`src/rtl/bk_adder_arbiter_pkg.sv`:
```
// Shared types and helpers for the round-robin adder arbiter.
package bk_arb_pkg;

  typedef enum logic {
    IDLE   = 1'b0,
    LOCKED = 1'b1
  } arb_state_t;

  // Round-robin successor of requester g.
  function automatic int unsigned next_ptr(input int unsigned g, input int unsigned nreq);
    return (g + 1) % nreq;
  endfunction

endpackage

```
`src/rtl/bk_adder_arbiter_if.sv`:
```
// Requester, adder and response signals of the adder arbiter.
interface bk_adder_arbiter_if #(
  parameter int NREQ  = 2,
  parameter int WIDTH = 6,
  parameter int IDW   = 1
);
  logic [NREQ-1:0]       req_valid;
  logic [NREQ-1:0]       req_ready;
  logic [NREQ*WIDTH-1:0] req_a;
  logic [NREQ*WIDTH-1:0] req_b;
  logic [NREQ-1:0]       req_cin;
  logic [NREQ-1:0]       req_last;

  logic [WIDTH-1:0]      add_a;
  logic [WIDTH-1:0]      add_b;
  logic                  add_cin;
  logic [WIDTH:0]        add_res;

  logic                  rsp_valid;
  logic                  rsp_ready;
  logic [IDW-1:0]        rsp_id;
  logic [WIDTH-1:0]      rsp_sum;
  logic                  rsp_cout;
  logic                  rsp_last;
  logic                  busy;

  // Handshake: a transfer happens on a cycle where valid && ready. req_ready is
  // combinational from req_valid, so a requester must not gate valid on ready;
  // rsp_valid stays up with stable payload until rsp_ready is seen.
  modport slave (
    input  req_valid, req_a, req_b, req_cin, req_last, add_res, rsp_ready,
    output req_ready, add_a, add_b, add_cin,
           rsp_valid, rsp_id, rsp_sum, rsp_cout, rsp_last, busy
  );

  modport master (
    output req_valid, req_a, req_b, req_cin, req_last, add_res, rsp_ready,
    input  req_ready, add_a, add_b, add_cin,
           rsp_valid, rsp_id, rsp_sum, rsp_cout, rsp_last, busy
  );
endinterface

```
`src/rtl/bk_adder_arbiter_rr_pick.sv`:
```
// Combinational round-robin search: first valid requester at or above ptr, with wrap.
module bk_adder_arbiter_rr_pick #(
  parameter int NREQ = 2,
  parameter int IDW  = 1
) (
  input  logic [NREQ-1:0] valid,
  input  logic [IDW-1:0]  ptr,
  output logic [NREQ-1:0] grant,
  output logic [IDW-1:0]  id,
  output logic            any
);

  logic [IDW-1:0] idx;

  always_comb begin
    grant = '0;
    id    = '0;
    any   = 1'b0;
    idx   = '0;
    for (int k = 0; k < NREQ; k++) begin
      idx = IDW'((int'(ptr) + k) % NREQ);
      if (!any && valid[idx]) begin
        any        = 1'b1;
        id         = idx;
        grant[idx] = 1'b1;
      end
    end
  end

endmodule

```
`src/rtl/bk_adder_arbiter.sv`:
```
// Shares one external carry-in adder between NREQ requesters; bursts chain the
// carry across limbs and hold the grant until the limb marked last.
module bk_adder_arbiter
  import bk_arb_pkg::*;
#(
  parameter int NREQ  = 2,
  parameter int WIDTH = 6,
  parameter int IDW   = 1
) (
  input logic               clk,
  input logic               rst_n,
  bk_adder_arbiter_if.slave bus
);

  arb_state_t      state, state_nxt;
  logic [IDW-1:0]  rr_ptr;
  logic [IDW-1:0]  lock_id;
  logic            carry_q;

  logic            rsp_valid_q;
  logic [IDW-1:0]  rsp_id_q;
  logic [WIDTH-1:0] rsp_sum_q;
  logic            rsp_cout_q;
  logic            rsp_last_q;

  logic [NREQ-1:0] pick_grant;
  logic [IDW-1:0]  pick_id;
  logic            pick_any;

  logic            has_grant;
  logic [IDW-1:0]  grant_id;
  logic            can_issue;
  logic [NREQ-1:0] ready;
  logic            accept;
  logic            last_g;

  bk_adder_arbiter_rr_pick #(.NREQ(NREQ), .IDW(IDW)) u_pick (
    .valid (bus.req_valid),
    .ptr   (rr_ptr),
    .grant (pick_grant),
    .id    (pick_id),
    .any   (pick_any)
  );

  assign can_issue = !rsp_valid_q || bus.rsp_ready;

  // Grant is forced off while reset is held so the adder and ready lines go quiet at once.
  always_comb begin
    has_grant = 1'b0;
    grant_id  = '0;
    ready     = '0;
    if (rst_n) begin
      if (state == LOCKED) begin
        has_grant = 1'b1;
        grant_id  = lock_id;
        if (bus.req_valid[lock_id] && can_issue) ready[lock_id] = 1'b1;
      end else begin
        has_grant = pick_any;
        grant_id  = pick_id;
        ready     = pick_grant & {NREQ{can_issue}};
      end
    end
  end

  assign accept = |ready;
  assign last_g = bus.req_last[grant_id];

  always_comb begin
    bus.add_a   = '0;
    bus.add_b   = '0;
    bus.add_cin = 1'b0;
    if (has_grant) begin
      bus.add_a   = bus.req_a[int'(grant_id)*WIDTH +: WIDTH];
      bus.add_b   = bus.req_b[int'(grant_id)*WIDTH +: WIDTH];
      bus.add_cin = (state == LOCKED) ? carry_q : bus.req_cin[grant_id];
    end
  end

  always_comb begin
    state_nxt = state;
    if (accept) state_nxt = last_g ? IDLE : LOCKED;
  end

  always_ff @(posedge clk or negedge rst_n) begin
    if (!rst_n) begin
      state       <= IDLE;
      rr_ptr      <= '0;
      lock_id     <= '0;
      carry_q     <= 1'b0;
      rsp_valid_q <= 1'b0;
      rsp_id_q    <= '0;
      rsp_sum_q   <= '0;
      rsp_cout_q  <= 1'b0;
      rsp_last_q  <= 1'b0;
    end else begin
      state <= state_nxt;
      if (accept) begin
        rsp_valid_q <= 1'b1;
        rsp_id_q    <= grant_id;
        rsp_sum_q   <= bus.add_res[WIDTH-1:0];
        rsp_cout_q  <= bus.add_res[WIDTH];
        rsp_last_q  <= last_g;
        carry_q     <= bus.add_res[WIDTH];
        // The pointer only moves when a burst closes.
        if (last_g) rr_ptr <= IDW'(next_ptr(int'(grant_id), NREQ));
        else        lock_id <= grant_id;
      end else if (rsp_valid_q && bus.rsp_ready) begin
        rsp_valid_q <= 1'b0;
      end
    end
  end

  assign bus.req_ready = ready;
  assign bus.rsp_valid = rsp_valid_q;
  assign bus.rsp_id    = rsp_id_q;
  assign bus.rsp_sum   = rsp_sum_q;
  assign bus.rsp_cout  = rsp_cout_q;
  assign bus.rsp_last  = rsp_last_q;
  assign bus.busy      = (state == LOCKED);

endmodule

```
`src/flat_wrapper.sv`:
```
// flat-port wrapper written by rule: the top's interface ports become plain ports
module bk_adder_arbiter_flat import bk_arb_pkg::*;
#(
  parameter int NREQ  = 2,
  parameter int WIDTH = 6,
  parameter int IDW   = 1
)
  (clk, rst_n, bus_req_valid, bus_req_a, bus_req_b, bus_req_cin, bus_req_last, bus_add_res, bus_rsp_ready, bus_req_ready, bus_add_a, bus_add_b, bus_add_cin, bus_rsp_valid, bus_rsp_id, bus_rsp_sum, bus_rsp_cout, bus_rsp_last, bus_busy);
  bk_adder_arbiter_if #(.NREQ(NREQ), .WIDTH(WIDTH), .IDW(IDW)) bus_i ();
  input logic clk;
  input logic rst_n;
  input wire logic [$bits(bus_i.req_valid)-1:0] bus_req_valid;
  input wire logic [$bits(bus_i.req_a)-1:0] bus_req_a;
  input wire logic [$bits(bus_i.req_b)-1:0] bus_req_b;
  input wire logic [$bits(bus_i.req_cin)-1:0] bus_req_cin;
  input wire logic [$bits(bus_i.req_last)-1:0] bus_req_last;
  input wire logic [$bits(bus_i.add_res)-1:0] bus_add_res;
  input wire logic [$bits(bus_i.rsp_ready)-1:0] bus_rsp_ready;
  output wire logic [$bits(bus_i.req_ready)-1:0] bus_req_ready;
  output wire logic [$bits(bus_i.add_a)-1:0] bus_add_a;
  output wire logic [$bits(bus_i.add_b)-1:0] bus_add_b;
  output wire logic [$bits(bus_i.add_cin)-1:0] bus_add_cin;
  output wire logic [$bits(bus_i.rsp_valid)-1:0] bus_rsp_valid;
  output wire logic [$bits(bus_i.rsp_id)-1:0] bus_rsp_id;
  output wire logic [$bits(bus_i.rsp_sum)-1:0] bus_rsp_sum;
  output wire logic [$bits(bus_i.rsp_cout)-1:0] bus_rsp_cout;
  output wire logic [$bits(bus_i.rsp_last)-1:0] bus_rsp_last;
  output wire logic [$bits(bus_i.busy)-1:0] bus_busy;
  assign bus_i.req_valid = bus_req_valid;
  assign bus_i.req_a = bus_req_a;
  assign bus_i.req_b = bus_req_b;
  assign bus_i.req_cin = bus_req_cin;
  assign bus_i.req_last = bus_req_last;
  assign bus_i.add_res = bus_add_res;
  assign bus_i.rsp_ready = bus_rsp_ready;
  assign bus_req_ready = bus_i.req_ready;
  assign bus_add_a = bus_i.add_a;
  assign bus_add_b = bus_i.add_b;
  assign bus_add_cin = bus_i.add_cin;
  assign bus_rsp_valid = bus_i.rsp_valid;
  assign bus_rsp_id = bus_i.rsp_id;
  assign bus_rsp_sum = bus_i.rsp_sum;
  assign bus_rsp_cout = bus_i.rsp_cout;
  assign bus_rsp_last = bus_i.rsp_last;
  assign bus_busy = bus_i.busy;
  bk_adder_arbiter #(.NREQ(NREQ), .WIDTH(WIDTH), .IDW(IDW)) u_core (.clk(clk), .rst_n(rst_n), .bus(bus_i));
endmodule
```
`config.mk`:
```
export PLATFORM = sky130hd
export DESIGN_NAME = bk_adder_arbiter_flat
export DESIGN_NICKNAME = d
export VERILOG_FILES = /design/src/rtl/bk_adder_arbiter_pkg.sv /design/src/rtl/bk_adder_arbiter_if.sv /design/src/rtl/bk_adder_arbiter_rr_pick.sv /design/src/rtl/bk_adder_arbiter.sv /design/src/flat_wrapper.sv
export SDC_FILE = /design/constraint.sdc
export NUM_CORES = 1
export LEC_CHECK = 0
export ABC_CLOCK_PERIOD_IN_PS = 3300
export CAP_MARGIN = 20
export CORE_UTILIZATION = 36
export CTS_BUF_LIST = sky130_fd_sc_hd__clkbuf_4 sky130_fd_sc_hd__clkbuf_8 sky130_fd_sc_hd__clkbuf_16
export CTS_CLUSTER_DIAMETER = 50
export DETAILED_ROUTE_END_ITERATION = 6
export HOLD_SLACK_MARGIN = 0.02
export PLACE_DENSITY = 0.85
export SLEW_MARGIN = 15
export SYNTH_ARGS = -nofsm -noshare
export SYNTH_HDL_FRONTEND = slang
export SYNTH_SLANG_ARGS = --single-unit
```
`constraint.sdc`:
```
create_clock -name clk -period 3.3 [get_ports clk]
set_input_delay 0.495 -clock clk [delete_from_list [all_inputs] [get_ports clk]]
set_output_delay 0.495 -clock clk [all_outputs]
set_load 0.02 [all_outputs]
```
# Yosys cells after proc, flatten, opt, wreduce, memory -nomap -nowiden
# Index checks and enable logic that the tools add are counted.
classes:
  muxes: 36
  addsub: 2
  n_reduce_logical: 13
  eq_ne: 0
  mul: 1
  n_bitwise: 3
  div: 0
  magnitude_cmp: 7
  shift: 2
ops:
  columns: ["op", "count"]
  rows:
  - ["$shiftx A12 B32 Y6", 2]
  - ["$mux W1", 26]
  - ["$mux W6", 2]
  - ["$mux W2", 5]
  - ["$lt A1 B2 Y1 const B", 4]
  - ["$logic_and A1 B1 Y1", 6]
  - ["$reduce_and A2 Y1", 2]
  - ["$demux W1 S1", 3]
  - ["$ge A1 B1 Y1 const B", 3]
  - ["$mul A1 B2 Y3 const B", 1]
  - ["$add A1 B1 Y1 const B", 2]
  - ["$and A2 B2 Y2", 1]
  - ["$logic_not A1 Y1", 2]
  - ["$or A2 B2 Y2", 1]
  - ["$reduce_bool A2 Y1", 1]
  - ["$reduce_or A2 Y1", 1]
  - ["$logic_or A1 B1 Y1", 1]
  - ["$not A1 Y1", 1]
word_totals:
  memories: 0
  input_bits: 40
  ramBits: 0
  mem_bits_ro: 0
  latchBits: 0
  reg_bits: 13

# Depth between registers and ports, before layout
depth:
  ltp_word: 12
  depth_mapped: 6
  ltp_nobuf: 4

# Modules after synthesis
# A second synthesis with hierarchy kept.
unflattened:
  cells_unflattened: 104
  area_unflattened_um2: 919.6
by_module_without_submodules:
  columns: ["module", "cells_per_inst", "area_per_inst_um2", "n_inst"]
  rows:
  - ["bk_adder_arbiter", 99, 887.1, 1]
  - ["bk_adder_arbiter_rr_pick", 5, 32.5, 1]

# Worst setup path before layout
# No wires, ideal clock.
synth_path:
  path_kind: "register -> output"
  from: "register u_core.state (netlist: u_core.bus.busy)"
  to: "output bus_add_cin"
  setup_slack_ns: 1.066
  stages_incl_launch_ff: 5
  n_path_buf: 0
  arrival_time_ns: 1.739
  cell_sequence: "dfrtp_1 nand2b_1 o21ai_1 nand3_1 a311oi_1"
synth_via:
  elab_chain_cells: 6
  elab_cells_between_ends: 8
synth_lines:
  columns: ["item", "line", "source"]
  rows:
  - ["start, declared", "bk_adder_arbiter.sv:15", "arb_state_t state, state_nxt;"]
  - ["start signal, assigned", "bk_adder_arbiter.sv:96", "state <= state_nxt;"]
  - ["$mux W1", "bk_adder_arbiter.sv:53", "if (state == LOCKED) begin"]
  - ["$mux W1", "bk_adder_arbiter.sv:52", "if (rst_n) begin"]
  - ["$mux W1 (not written as such) (2 in series)", "bk_adder_arbiter.sv:75", "bus.add_cin = (state == LOCKED) ? carry_q : bus.req_cin[grant_id];"]
  - ["$mux W1", "bk_adder_arbiter.sv:75", null]
  - ["$mux W1 *", "bk_adder_arbiter.sv:72", "if (has_grant) begin"]
  - ["end, declared", "flat_wrapper.sv:22", "output wire logic [$bits(bus_i.add_cin)-1:0] bus_add_cin;"]
# Mark *: on every way between the ends. The rest lies on a longest branch, timed or not. The select of a mux whose other input is x is not followed.

# Worst setup path after layout
layout_path:
  from: "input bus_req_valid[1]"
  to: "output bus_add_cin"
layout_via:
  elab_chain_cells: 12
  elab_cells_between_ends: 18
layout_lines:
  columns: ["item", "line", "source"]
  rows:
  - ["start, declared", "flat_wrapper.sv:12", "input wire logic [$bits(bus_i.req_valid)-1:0] bus_req_valid;"]
  - ["$mux W1 (not written as such) (2 in series)", "bk_adder_arbiter_rr_pick.sv:22", "if (!any && valid[idx]) begin"]
  - ["$mux W1", "bk_adder_arbiter_rr_pick.sv:22", null]
  - ["$logic_not A1 Y1", "bk_adder_arbiter_rr_pick.sv:22", null]
  - ["$logic_and A1 B1 Y1", "bk_adder_arbiter_rr_pick.sv:22", null]
  - ["$mux W1", "bk_adder_arbiter_rr_pick.sv:22", null]
  - ["$mux W1", "bk_adder_arbiter.sv:53", null]
  - ["$mux W1", "bk_adder_arbiter.sv:52", null]
  - ["$mux W1 (not written as such) (2 in series)", "bk_adder_arbiter.sv:75", null]
  - ["$mux W1", "bk_adder_arbiter.sv:75", null]
  - ["$mux W1 *", "bk_adder_arbiter.sv:72", null]
# Marks and branches as above.

==> flow_summary.ini <==
[power]
power_density_nw_per_um2 = 571
ir_drop_uv = 469
p_clk_share_pct = 11.2
p_int_uw = 556
power_frac_seq_pct = 28.7
power_frac_comb_pct = 60.0
power_uw = 918
p_leak_nw = 0.616
switching_share_pct = 39.5
p_switching_uw = 362

[floorplan]
die_w_um = 51.1
start_util_pct = 38.9
coreArea_um2 = 2230
die_h_um = 51.1
io_pins = 66
fp.dieArea_um2 = 2610
rows = 17

[min_path]
hp-class = reg -> reg

[detailed_routing]
routed-via-count = 1030
vias_per_cell = 5.12
avgRoutedWirePerCell_um = 13.2
drt_iter0_drc = 11
routed_wl_mm = 2.65
drc = 0
firstDrtPassIters = 4
ant_nets = 0

[cts]
insertion_delay_ns = 0.27
path_clk_slew_ns = 0.07
postCtsResizedCells = 0
cts_root_buf = clkbuf_4
clock-sinks = 13
cts_tree = done
numCtsBuffers = 3
cts-hold-fix-buffers = 0
post_cts_buffers = 0
cts_buffer_depth = 2
cts_max_level = 1

[critical_path]
endpoint_kind = primary output
startpoint_type = input pin
r2r_end = u_core.bus.rsp_sum[1]
cp-endpoint = bus_add_cin
ff2ff_path_depth = 4
crit_start = bus_req_valid[1]
setup.worst_path.class = in -> out
path_max_fanout = 15
required_ns = 2.80
crit_arrival_ns = 2.55
r2r-start = u_core.lock_id
regToRegSetupSlack_ns = 1.63

[cells_and_area]
synthToLayoutAreaGrowth_pct = 85.2
final_area_um2 = 1610
final_cell_count_no_fill = 201
num-nets-final = 214
n_antenna_cell = 0
drive_above_1_share_pct = 12.1

[timing]
fin_crit_sh_pct = 92.2
min_period_ns = 3.04
setup_violations = 0
rsz0062_at_grt = false
fmax_mhz = 329
worstMarginPinSlew_ns = 0.337
setup_tns_ns = 0
slew_violations = 0
whs_ns = 0.501
relSlewSlack_pct = 77.4
hold_viol = 0
clock_skew_ns = 0.0114

[synth]
yosysSeqAreaShare_pct = 37.5
synth_cell_types = 28
synth_top_area_share_pct = 37.5
synthTopCellsByArea = dfrtp_1 37%, mux2_2 9.1%, a21oi_1 8.6%, o21ai_0 8.1%, nand3_1 7.5%
synth_cells = 103
ys.flop_type = dfrtp_1
async_flop_share_pct = 100
yosys.area.top_type = dfrtp_1
ys_seq_elements = 13
synth_edf_count = 0
avgSynthCellArea_um2 = 8.43
synth_nets = 143
synthesis.area_um2 = 868
ys_warn_count = 0

[placement]
dp_hpwl_mm = 2.04
gp_routability_congestion = 0.775
place_inst = 197
placed_area_um2 = 1580
io_buffer_count = 65

[global_routing]
grt_max_degree = 19
grt_pass1_wl_mm = 4.26
grt_pass1_vias = 967
antenna_found_initial = 0
gr-total-overflow = 0
grt_usage_pct = 21.2

[status]
outcome = finished clean

[flow_run]
drv_cap = 0
[cell families (layout without fill, tap and decap cells)]
| kind of cell | count (synthesis) | count (layout) | synth area share, % |
|---|---|---|---|
| flops | 13 | 13 | 37.5 |
| buf+inv | 12 | 82 | 6.34 |
| simple gates | 28 | 28 | 15.4 |
| mux | 8 | 8 | 10.2 |
| compound gates | 42 | 42 | 30.6 |
[flip-flops by register name (all words and copies together), names as in the netlist]
register / flops
u_core.bus.rsp_sum: 6
u_core.bus.busy: 1
u_core.bus.rsp_id: 1
u_core.bus.rsp_last: 1
u_core.bus.rsp_valid: 1
u_core.carry_q: 1
u_core.lock_id: 1
u_core.rr_ptr: 1
[placed cells by master (no fill, tap or decap), drive strengths merged, types with 2 or more instances in the layout]
master          n
nor3            2
dfrtp          13
mux2            7
a22o            2
clkbuf          4
clkdlybuf4s50  65
buf             8
a21oi          15
inv             4
nor2b           2
nor2            4
o21ai          16
nand3          13
nand2           5
nand2b          2
[cells in the mapped netlist, types with 2 or more instances]
master,count
a21oi_1,15
o21ai_0,14
dfrtp_1,13
nand3_1,13
mux2_2,7
nand2_1,5
clkbuf_1,4
nor2_1,4
inv_1,3
a22o_1,2
buf_2,2
nand2b_1,2
nor2b_1,2
nor3_1,2
o21ai_1,2
[metrics by stage]
stage	utilization (%)	worst slack [ns]
after global routing	72.0	0.128
final	72.0	0.258
after floorplan	-	1.07
after CTS	72.0	0.261
after global placement	70.6	0.316
after detailed placement	70.6	0.267
[cell type report]
| type | instances | area [um2] |
|---|---|---|
| Timing Repair Buffer | 73 | 711 |
| Inverter | 5 | 18.8 |
| Fill cell | 190 | 626 |
| Tap cell | 28 | 35.0 |
| Multi-Input combinational cell | 78 | 488 |
| Clock buffer | 4 | 30.0 |
| Sequential cell | 13 | 325 |
[critical path, cell delays in order]
cell	delay, ns
clkdlybuf4s50_1	0.56
nand2b_1	0.13
o21ai_1	0.14
buf_4	0.20
nand3_1	0.09
a311oi_1	0.27
clkdlybuf4s50_1	0.65
[worst min-delay path by stage]
stage	start	endpoint	slack, ns	depth (start not counted)
4_1_cts	u_core.bus.rsp_id	u_core.bus.rsp_id	0.51	1
5_1_grt	u_core.bus.rsp_id	u_core.bus.rsp_id	0.53	1
3_5_place_dp	u_core.bus.rsp_id	u_core.bus.rsp_id	0.49	1
3_3_place_gp	u_core.bus.rsp_id	u_core.bus.rsp_id	0.47	1
2_1_floorplan	rst_n	u_core.bus.busy	0.20	0
6_report	u_core.bus.rsp_id	u_core.bus.rsp_id	0.50	1
[power by group through the flow]
stage               Clock [mW]  Combinational (mW)  Sequential, mW
global placement             0               0.543           0.263
global route             0.111               0.594           0.273
CTS                      0.107               0.556           0.264
finish                   0.103               0.551           0.264
detailed placement           0               0.552           0.267
floorplan                    0               0.224           0.329
[per-layer routing]
layer  share of wire, %  wire, um  track usage (%)  vias up
met4                  0         0             5.56        0
met3                 11       284             4.46        0
met2                 48      1260             38.8       52
met1                 42      1100             24.7      462
met5                  0         0                0        -
li1                   -         -                -      516
Note: power is estimated with default switching activity, not from simulation.
==> edit (same flow settings) <==
`WIDTH` is set to 6 in 3 places; all go to 3.
--- a/src/rtl/bk_adder_arbiter_if.sv
+++ b/src/rtl/bk_adder_arbiter_if.sv
@@ -1,7 +1,7 @@
 // Requester, adder and response signals of the adder arbiter.
 interface bk_adder_arbiter_if #(
   parameter int NREQ  = 2,
-  parameter int WIDTH = 6,
+  parameter int WIDTH = 3,
   parameter int IDW   = 1
 );
   logic [NREQ-1:0]       req_valid;
--- a/src/rtl/bk_adder_arbiter.sv
+++ b/src/rtl/bk_adder_arbiter.sv
@@ -4,7 +4,7 @@
   import bk_arb_pkg::*;
 #(
   parameter int NREQ  = 2,
-  parameter int WIDTH = 6,
+  parameter int WIDTH = 3,
   parameter int IDW   = 1
 ) (
   input logic               clk,
--- a/src/flat_wrapper.sv
+++ b/src/flat_wrapper.sv
@@ -2,7 +2,7 @@
 module bk_adder_arbiter_flat import bk_arb_pkg::*;
 #(
   parameter int NREQ  = 2,
-  parameter int WIDTH = 6,
+  parameter int WIDTH = 3,
   parameter int IDW   = 1
 )
   (clk, rst_n, bus_req_valid, bus_req_a, bus_req_b, bus_req_cin, bus_req_last, bus_add_res, bus_rsp_ready, bus_req_ready, bus_add_a, bus_add_b, bus_add_cin, bus_rsp_valid, bus_rsp_id, bus_rsp_sum, bus_rsp_cout, bus_rsp_last, bus_busy);
Interface: changed (6 resized); port bits go from 66 to 42. The function was not compared with the original's and may differ.
==> edit against the unedited design <==
Clock skew decreased by 0.0095 ns; setup slack improved by 0.16 ns; count of clock-buffer cells in the layout unchanged; total power decreased by 7.8%; fmax increased by 5.7%; die area decreased by 23%; first-iteration DRC count decreased by 91%; sequential cell count decreased by 3; critical path depth decreased by 3; area after synthesis decreased by 24%; routed wire length decreased by 38%; non-clock buffer count decreased by 30; design area decreased by 29%; largest power group unchanged.
==> edit: results (changes against the unedited design) <==
Max FFs per register: 3 (was 6)
Outcome: completed (unchanged)
Post-synthesis net count: 92 (was 143)
First-pass GRT wire length: 2640 um (was 4260 um)
Met3 Usage GRT: 0.0440 (was 0.0446)
Met2 Wirelength: 801 um (was 1260 um)
Leakage power: 0.490 nW (was 0.616 nW)
Slowest stage delay, CP: 0.73 ns (was 0.65 ns)
Final hold slack: 0.504 ns (was 0.501 ns)
Final Non-Filler Cells: 137 (was 201)
Flop2flop setup slack: 1.43 ns (was 1.63 ns)
GPL Wtd Cong: 0.786 (was 0.775)
Worst-path fanout max: 7 (was 15)
Sequential fraction of the synthesis area: 0.380 (was 0.375)
Sequential Power Share: 0.266 (was 0.287)
Synth cell types: 25 (was 28)
HP Class: in2async (was reg2reg)
Layout cells sized above 1: 0.152 (was 0.121)
Psw: 0.326 mW (was 0.362 mW)
Slowest CP cell: o31ai_1 (was clkdlybuf4s50_1)
R2r endpoint: u_core.bus.rsp_last (was u_core.bus.rsp_sum[1])
Iter 0 DRT Violations: 1 (was 11)
Post-DR wirelength/cell: 11.9 um (was 13.2 um)
Max Used Layer: met4 (was met3)
Synth cell count leaders: dfrtp_1 (10), nand2_1 (9), a21oi_1 (6), mux2_4 (6), nand3_1 (6) (was a21oi_1 (15), o21ai_0 (14), dfrtp_1 (13), nand3_1 (13), mux2_2 (7))
Met3 WL: 153 um (was 284 um)
Actual slew at the worst max-slew pin: 0.817 ns (was 0.337 ns)
Cells after synthesis: 67 (was 103)
Via density: 4.78 (was 5.12)
M1 wire length: 660 um (was 1100 um)
GR Layer Usage met2: 0.318 (was 0.388)
Port Buf Inserts: 41 (was 65)
## edit: changes by cell type in the layout (fill, tap and decap cells not counted), moves of 3 or more
cell / delta
a21oi_1: -9
o21ai_0: -14
nand2_1: +4
buf_4: -6
clkdlybuf4s50_1: -24
nand3_1: -7
mux2_2: -7
dfrtp_1: -3
mux2_4: +6
## edit: final cells by class
class | instances | area (sq um)
Multi-Input combinational cell | 52 | 380
Fill cell | 151 | 592
Timing Repair Buffer | 43 | 425
Sequential cell | 10 | 250
Tap cell | 25 | 31.3
Inverter | 3 | 11.3
Clock buffer | 4 | 36.3
## edit: how the worst max path moves through the flow
stage / to / cells after the start / from / slack, ns
after detailed placement: bus_add_cin / 4 / bus_req_valid[1] / 0.37
after floorplan: bus_req_ready[1] / 4 / u_core.bus.busy / 1.26
final: bus_add_cin / 4 / bus_req_valid[1] / 0.42
after CTS: bus_add_cin / 4 / bus_req_valid[1] / 0.36
after global routing: bus_add_cin / 4 / bus_req_valid[1] / 0.22
after global placement: bus_req_ready[1] / 6 / bus_req_valid[1] / 0.44
## edit: metrics by stage
step | worst slack [ns] | power (mW) | utilization
after floorplan | 1.26 | 0.536 | -
after global placement | 0.441 | 0.729 | 0.636
after detailed placement | 0.373 | 0.741 | 0.636
after CTS | 0.365 | 0.856 | 0.657
after global routing | 0.224 | 0.901 | 0.657
final | 0.423 | 0.846 | 0.657
## edit: logic make-up after synthesis
logic type	Yosys count	share of synthesized area
AO/OA/AOI/OAI	13	0.158
multiplexers	8	0.167
flip-flops	10	0.380
AND/OR/NAND/NOR	31	0.253
buffers and inverters	5	0.0418
## edit: critical path: cells and delay by family
family / cells / cell delay, ns
buf+inv: 2 / 1.07
compound gates: 2 / 0.82
